===== config.mk =====
export PLATFORM = sky130hd
export DESIGN_NAME = reg_scoreboard_flat
export DESIGN_NICKNAME = d
export VERILOG_FILES = /design/src/rtl/reg_scoreboard_if.sv /design/src/rtl/reg_scoreboard.sv /design/src/flat_wrapper.sv
export SDC_FILE = /design/constraint.sdc
export NUM_CORES = 1
export LEC_CHECK = 0
export BUFFER_PORTS_ARGS = -buffer_cell sky130_fd_sc_hd__buf_2
export CORE_MARGIN = 2
export CORE_UTILIZATION = 40
export DETAILED_ROUTE_END_ITERATION = 6
export PLACE_DENSITY_LB_ADDON = 0.05
export SLEW_MARGIN = 20
export SYNTH_ARGS = -nofsm -noshare
export SYNTH_HDL_FRONTEND = slang
export SYNTH_SLANG_ARGS = --single-unit

===== constraint.sdc =====
create_clock -name clk -period 4.4 [get_ports clk]
set_clock_uncertainty 0.2 [all_clocks]
set_input_delay 0.88 -clock clk [delete_from_list [all_inputs] [get_ports clk]]
set_output_delay 0.88 -clock clk [all_outputs]
set_load 0.005 [all_outputs]

===== src/rtl/reg_scoreboard_if.sv =====
// rtl/reg_scoreboard_if.sv - decode, write-back and kill bundle for reg_scoreboard
//
// Purpose: groups the pipeline-facing signals of the register scoreboard.
// Ports (master = pipeline side, slave = scoreboard side):
//   issue_valid/src/dst/rd_src/rd_dst/wr  decode instruction and its register use
//   flush                                 kill the instruction currently in decode
//   wb_valid/wb_addr                      write-back register commit
//   kill_valid/kill_addr                  squashed in-flight writer
//   stall                                 combinational decode hold
//   busy_mask                             one bit per register with writes pending
//   sb_err                                sticky counter underflow
interface reg_scoreboard_if #(
   parameter int AW   = 3,
   parameter int NREG = 2**AW
);
   logic            issue_valid;
   logic [AW-1:0]   issue_src;
   logic [AW-1:0]   issue_dst;
   logic            issue_rd_src;
   logic            issue_rd_dst;
   logic            issue_wr;
   logic            flush;
   logic            wb_valid;
   logic [AW-1:0]   wb_addr;
   logic            kill_valid;
   logic [AW-1:0]   kill_addr;
   logic            stall;
   logic [NREG-1:0] busy_mask;
   logic            sb_err;

   modport master (
      output issue_valid, issue_src, issue_dst, issue_rd_src, issue_rd_dst, issue_wr,
      output flush, wb_valid, wb_addr, kill_valid, kill_addr,
      input  stall, busy_mask, sb_err
   );

   modport slave (
      input  issue_valid, issue_src, issue_dst, issue_rd_src, issue_rd_dst, issue_wr,
      input  flush, wb_valid, wb_addr, kill_valid, kill_addr,
      output stall, busy_mask, sb_err
   );
endinterface


===== src/rtl/reg_scoreboard.sv =====
// rtl/reg_scoreboard.sv - register-hazard scoreboard for the decode stage
//
// Purpose: counts in-flight writes per architectural register and stalls
// decode while an operand or the destination is still pending.
// Ports:
//   clk           pipeline clock, rising edge
//   rst           asynchronous active-low reset
//   sb            reg_scoreboard_if.slave (issue, flush, wb, kill, stall, busy_mask, sb_err)
//   stats_clr     synchronous clear of stall_cycles      (SB_STATS_EN only)
//   stall_cycles  saturating count of stalled cycles     (SB_STATS_EN only)
// Optional feature macro: SB_STATS_EN
module reg_scoreboard #(
   parameter int AW   = 3,
   parameter int NREG = 2**AW,
   parameter int CW   = 2
) (
   input  logic        clk,
   input  logic        rst,
`ifdef SB_STATS_EN
   input  logic        stats_clr,
   output logic [15:0] stall_cycles,
`endif
   reg_scoreboard_if.slave sb
);
   localparam logic [CW-1:0] MAXP = {CW{1'b1}};

   logic [CW-1:0] cnt     [NREG];
   logic [CW-1:0] cnt_nxt [NREG];
   logic          sb_err_q;
   logic          err_nxt;
   logic          hazard;
   logic          stall;
   logic          accept;
   logic [NREG-1:0] busy;

   // per-register scratch for the next-count computation
   logic          inc;
   logic [1:0]    dec;
   logic [CW+1:0] avail;

   // Hazards use the counts before this instruction's own increment, so a
   // src==dst instruction on an idle register does not stall on itself.
   always_comb begin
      hazard = (sb.issue_rd_src && (cnt[sb.issue_src] != '0))
             || (sb.issue_rd_dst && (cnt[sb.issue_dst] != '0))
             || (sb.issue_wr     && (cnt[sb.issue_dst] == MAXP));
      stall  = sb.issue_valid && !sb.flush && hazard;
      accept = sb.issue_valid && !sb.flush && !stall;
   end

   // Increments and decrements are netted before clamping, so a same-edge
   // issue and write-back on one register leaves its count unchanged.
   always_comb begin
      err_nxt = sb_err_q;
      inc     = 1'b0;
      dec     = 2'd0;
      avail   = '0;
      for (int r = 0; r < NREG; r++) begin
         inc   = accept && sb.issue_wr && (sb.issue_dst == AW'(r));
         dec   = {1'b0, sb.wb_valid && (sb.wb_addr == AW'(r))}
               + {1'b0, sb.kill_valid && (sb.kill_addr == AW'(r))};
         avail = (CW+2)'(cnt[r]) + (CW+2)'(inc);
         if ((CW+2)'(dec) > avail) begin
            cnt_nxt[r] = '0;
            err_nxt    = 1'b1;
         end else begin
            cnt_nxt[r] = CW'(avail - (CW+2)'(dec));
         end
      end
   end

   always_ff @(posedge clk or negedge rst) begin
      if (!rst) begin
         for (int r = 0; r < NREG; r++) cnt[r] <= '0;
         sb_err_q <= 1'b0;
      end else begin
         for (int r = 0; r < NREG; r++) cnt[r] <= cnt_nxt[r];
         sb_err_q <= err_nxt;
      end
   end

   always_comb begin
      busy = '0;
      for (int r = 0; r < NREG; r++) busy[r] = (cnt[r] != '0);
   end

   assign sb.stall     = stall;
   assign sb.busy_mask = busy;
   assign sb.sb_err    = sb_err_q;

`ifdef SB_STATS_EN
   always_ff @(posedge clk or negedge rst) begin
      if (!rst) begin
         stall_cycles <= '0;
      end else if (stats_clr) begin
         stall_cycles <= '0;
      end else if (stall && (stall_cycles != 16'hFFFF)) begin
         stall_cycles <= stall_cycles + 16'd1;
      end
   end
`endif
endmodule


===== src/flat_wrapper.sv =====
// flat-port wrapper written by rule: the top's interface ports become plain ports
module reg_scoreboard_flat 
#(
   parameter int AW   = 3,
   parameter int NREG = 2**AW,
   parameter int CW   = 2
)
  (clk, rst, sb_issue_valid, sb_issue_src, sb_issue_dst, sb_issue_rd_src, sb_issue_rd_dst, sb_issue_wr, sb_flush, sb_wb_valid, sb_wb_addr, sb_kill_valid, sb_kill_addr, sb_stall, sb_busy_mask, sb_sb_err);
  reg_scoreboard_if #(.AW(AW), .NREG(NREG)) sb_i ();
  input  logic clk;
  input  logic rst;
  input wire logic [$bits(sb_i.issue_valid)-1:0] sb_issue_valid;
  input wire logic [$bits(sb_i.issue_src)-1:0] sb_issue_src;
  input wire logic [$bits(sb_i.issue_dst)-1:0] sb_issue_dst;
  input wire logic [$bits(sb_i.issue_rd_src)-1:0] sb_issue_rd_src;
  input wire logic [$bits(sb_i.issue_rd_dst)-1:0] sb_issue_rd_dst;
  input wire logic [$bits(sb_i.issue_wr)-1:0] sb_issue_wr;
  input wire logic [$bits(sb_i.flush)-1:0] sb_flush;
  input wire logic [$bits(sb_i.wb_valid)-1:0] sb_wb_valid;
  input wire logic [$bits(sb_i.wb_addr)-1:0] sb_wb_addr;
  input wire logic [$bits(sb_i.kill_valid)-1:0] sb_kill_valid;
  input wire logic [$bits(sb_i.kill_addr)-1:0] sb_kill_addr;
  output wire logic [$bits(sb_i.stall)-1:0] sb_stall;
  output wire logic [$bits(sb_i.busy_mask)-1:0] sb_busy_mask;
  output wire logic [$bits(sb_i.sb_err)-1:0] sb_sb_err;
  assign sb_i.issue_valid = sb_issue_valid;
  assign sb_i.issue_src = sb_issue_src;
  assign sb_i.issue_dst = sb_issue_dst;
  assign sb_i.issue_rd_src = sb_issue_rd_src;
  assign sb_i.issue_rd_dst = sb_issue_rd_dst;
  assign sb_i.issue_wr = sb_issue_wr;
  assign sb_i.flush = sb_flush;
  assign sb_i.wb_valid = sb_wb_valid;
  assign sb_i.wb_addr = sb_wb_addr;
  assign sb_i.kill_valid = sb_kill_valid;
  assign sb_i.kill_addr = sb_kill_addr;
  assign sb_stall = sb_i.stall;
  assign sb_busy_mask = sb_i.busy_mask;
  assign sb_sb_err = sb_i.sb_err;
  reg_scoreboard #(.AW(AW), .NREG(NREG), .CW(CW)) u_core (.clk(clk), .rst(rst), .sb(sb_i));
endmodule

==> metrics.csv <==
stage,metric,value,unit
finish,area_growth,18.8,%
cts,clk_path_buf_depth,2,
critical_path,crit_family,simple AND/OR/NAND/NOR gates,
finish,post-route-util,0.495,
yosys,synth_area,2130,um^2
critical_path,crit_buf_inv,4,
place,dp_hpwl,4.24,mm
yosys,yosysWarnings,0,
yosys,yosys.area.top_type,ha_1,
critical_path,cp.arrival,4.09,ns
sta,tns,0,ns
sta,finalHoldViolCount,0,
critical_path,cp_common_cell,ha_1,
sta,worst_slack,0.240,ns
critical_path,cp-start-kind,input port,
sta,post-route-period-util,0.945,
sta,slew_headroom,0.708,
floorplanning,start_util,0.416,
sta,drv_slew,0,
yosys,synth_top_area_frac,0.283,
route,drtPass1Iterations,4,
sta,tightest_slew,0.439,ns
place,dp.cells,360,
finish,final_common_cell,ha_1,
power_and_ir_drop,p_per_area,356,nW/um^2
critical_path,cp_slowest_cell,mux4_2,
grt,grt_antenna_before_repair,0,
grt,grt_max_degree,18,
route,wl_per_cell,13.4,um
route,via_per_inst,4.96,
critical_path,worstPathMaxFanout,7,
sta,max_freq,240,MHz
yosys,synth.distinct_cells,42,
job,drv_cap,0,
yosys,ys_seq_area_frac,0.200,
yosys,synthCells,246,
cts,insertion_delay,0.25,ns
hold_path,hold_class,flop to flop,
floorplanning,core,5110,um^2
sta,grt_setup_unrepaired,false,
floorplanning,num_rows,26,
place,gp_congestion,0.822,
critical_path,required,4.33,ns
floorplanning,fp.dieH,76.9,um
yosys,synth_seq_cells,17,
yosys,synth.avg_cell_area,8.64,um^2
yosys,synthTopCellsByArea,"ha_1 (28%), dfrtp_1 (20%), inv_1 (6.5%)",
critical_path,end_kind,flop,
critical_path,max_stage_delay,0.49,ns
finish,layout-drive-gt1-share,0.218,
grt,grt_pass1_wl,8.36,mm
cts,cts-root-buf,clkbuf_8,
place,numPortBuffers,30,
critical_path,worst-setup-path-type,input port to flop,
sta,finalSetupViolations,0,
route,postRouteAntennaNets,0,
cts,cts_tree,built,
cts,clock_sinks,17,
route,finalWirelength,4.86,mm
finish,finalNonFillerCells,364,
route,drtIter0Drc,65,
grt,grt_pass1_vias,1751,
yosys,syn_nets,315,
sta,period_minus_slack,4.16,ns
grt,grt_overflow,0,
cts,cts_made_buffers,3,
power_and_ir_drop,leakage,0.00127,uW
cts,htreeDepth,1,
place,preCtsSetupSlack,-0.144,ns
outcome,status,"complete, no violations",
critical_path,cp_cell_sequence,buf_2 -> inv_1 -> mux4_2 -> a22o_1 -> buf_4 -> nor4_1 -> ha_1 -> ha_1 -> inv_1 -> ha_1 -> nor2b_1 -> o21ai_1 -> o2111ai_1 -> or4_1,
finish,antennaDiodeCount,0,
finish,fin_nets,364,
grt,grt_usage,0.179,
floorplanning,ios,31,
floorplanning,die_x,76.9,um
route,vias,1806,
route,drc,0,
cts,clk_pin_slew_worst_paths,0.07,ns
power_and_ir_drop,vdd_drop_max,186,uV
finish,final_cell_mix,"ha_1 (48), inv_1 (37), nor2_1 (33)",
floorplanning,die-area,5910,um^2
cells in the mapped netlist:
cell and n:
nand2b_1 11, a311oi_1 1, nand3_1 1, o211ai_1 3
a22o_1 1, nor2_1 33, nor4b_1 1, o21ai_0 2
nor3_1 8, nor4b_2 3, o32a_1 2, buf_6 2
clkbuf_1 2, mux2i_1 2, ha_1 48, nor3b_1 1
inv_1 37, nand4_1 1, nand4b_1 1, xor2_1 5
nor4_1 5, o21a_1 1, maj3_1 1, o311ai_0 2
a211oi_1 1, a221o_1 2, mux4_2 5, or2_0 3
nand3b_1 1, or4_1 3, or2_2 3, or4b_2 1
o311a_1 2, or2_1 1, nand2_1 11, and2_1 4
nor2b_1 6, o2111ai_1 1, a31oi_1 1, a21oi_1 9
o31a_1 1, dfrtp_1 17
registers in the layout (all words and copies together) (netlist names):
register          cells
u_core.cnt           16
u_core.sb.sb_err      1
timing repair:
item | CTS | global route
resized for setup | 0 | 3
endpoints found under the setup margin | 0 | 1
hold buffers | 0 | 0
buffers inserted | 0 | 0
per-stage QoR:
step	hold slack (ns)	power, uW	instance area, um^2
3_3_place_gp	0.268	778	2470
4_1_cts	0.294	905	2510
2_1_floorplan	0.265	583	2130
5_1_grt	0.330	991	2530
3_5_place_dp	0.278	781	2470
6_report	0.289	898	2530
per-layer routing:
metal,GRT usage,vias up,routed length (um)
met4,0.0436,0,44
li1,-,958,-
met1,0.253,810,2540
met3,0.0224,4,153
met5,0,-,0
met2,0.289,34,2120
cell families (layout without fill, tap and decap cells):
group                      Yosys count  count (layout)  share of synthesized area
xor gates and xnor gates             5               5                     0.0206
buffers and inverters               41              89                     0.0795
DFF                                 17              17                      0.200
and+or+nand+nor                     98              98                      0.251
AOI/OAI and AO/OA                   29              29                     0.0995
adders and majority gates           49              49                      0.287
muxes                                7               7                     0.0624
final cells by class:
| type | instances | area, um^2 |
|---|---|---|
| clock buffers | 4 | 45.0 |
| fillers | 528 | 2580 |
| inverters | 37 | 139 |
| multi-input cells | 188 | 1540 |
| flip-flops and latches | 17 | 425 |
| well taps | 70 | 87.6 |
| repair buffers | 48 | 285 |
power by group:
part	leakage (uW)	internal, uW	total (uW)	switching, uW
registers	0.000221	198	245	47.3
clock network	0.0000228	64.4	122	57.3
logic	0.00103	277	532	254
total	0.00127	539	898	359
path summary, 6_finish.rpt:
| check | slack (ns) | startpoint | endpoint | cells after the start |
|---|---|---|---|---|
| worst max-delay path | 0.24 | sb_issue_src[1] | u_core.sb.sb_err | 14 |
| worst min-delay path | 0.29 | u_core.sb.sb_err | u_core.sb.sb_err | 1 |
| worst max register to register | 0.38 | u_core.cnt[0] | u_core.sb.sb_err | 13 |
| worst min register to register | 0.29 | u_core.sb.sb_err | u_core.sb.sb_err | 1 |
| max in group asynchronous | 3.33 | rst | u_core.cnt[1] | 1 |
| min in group asynchronous | 0.36 | rst | u_core.cnt[2] | 1 |
No activity file was read; power rests on OpenSTA's default activity.
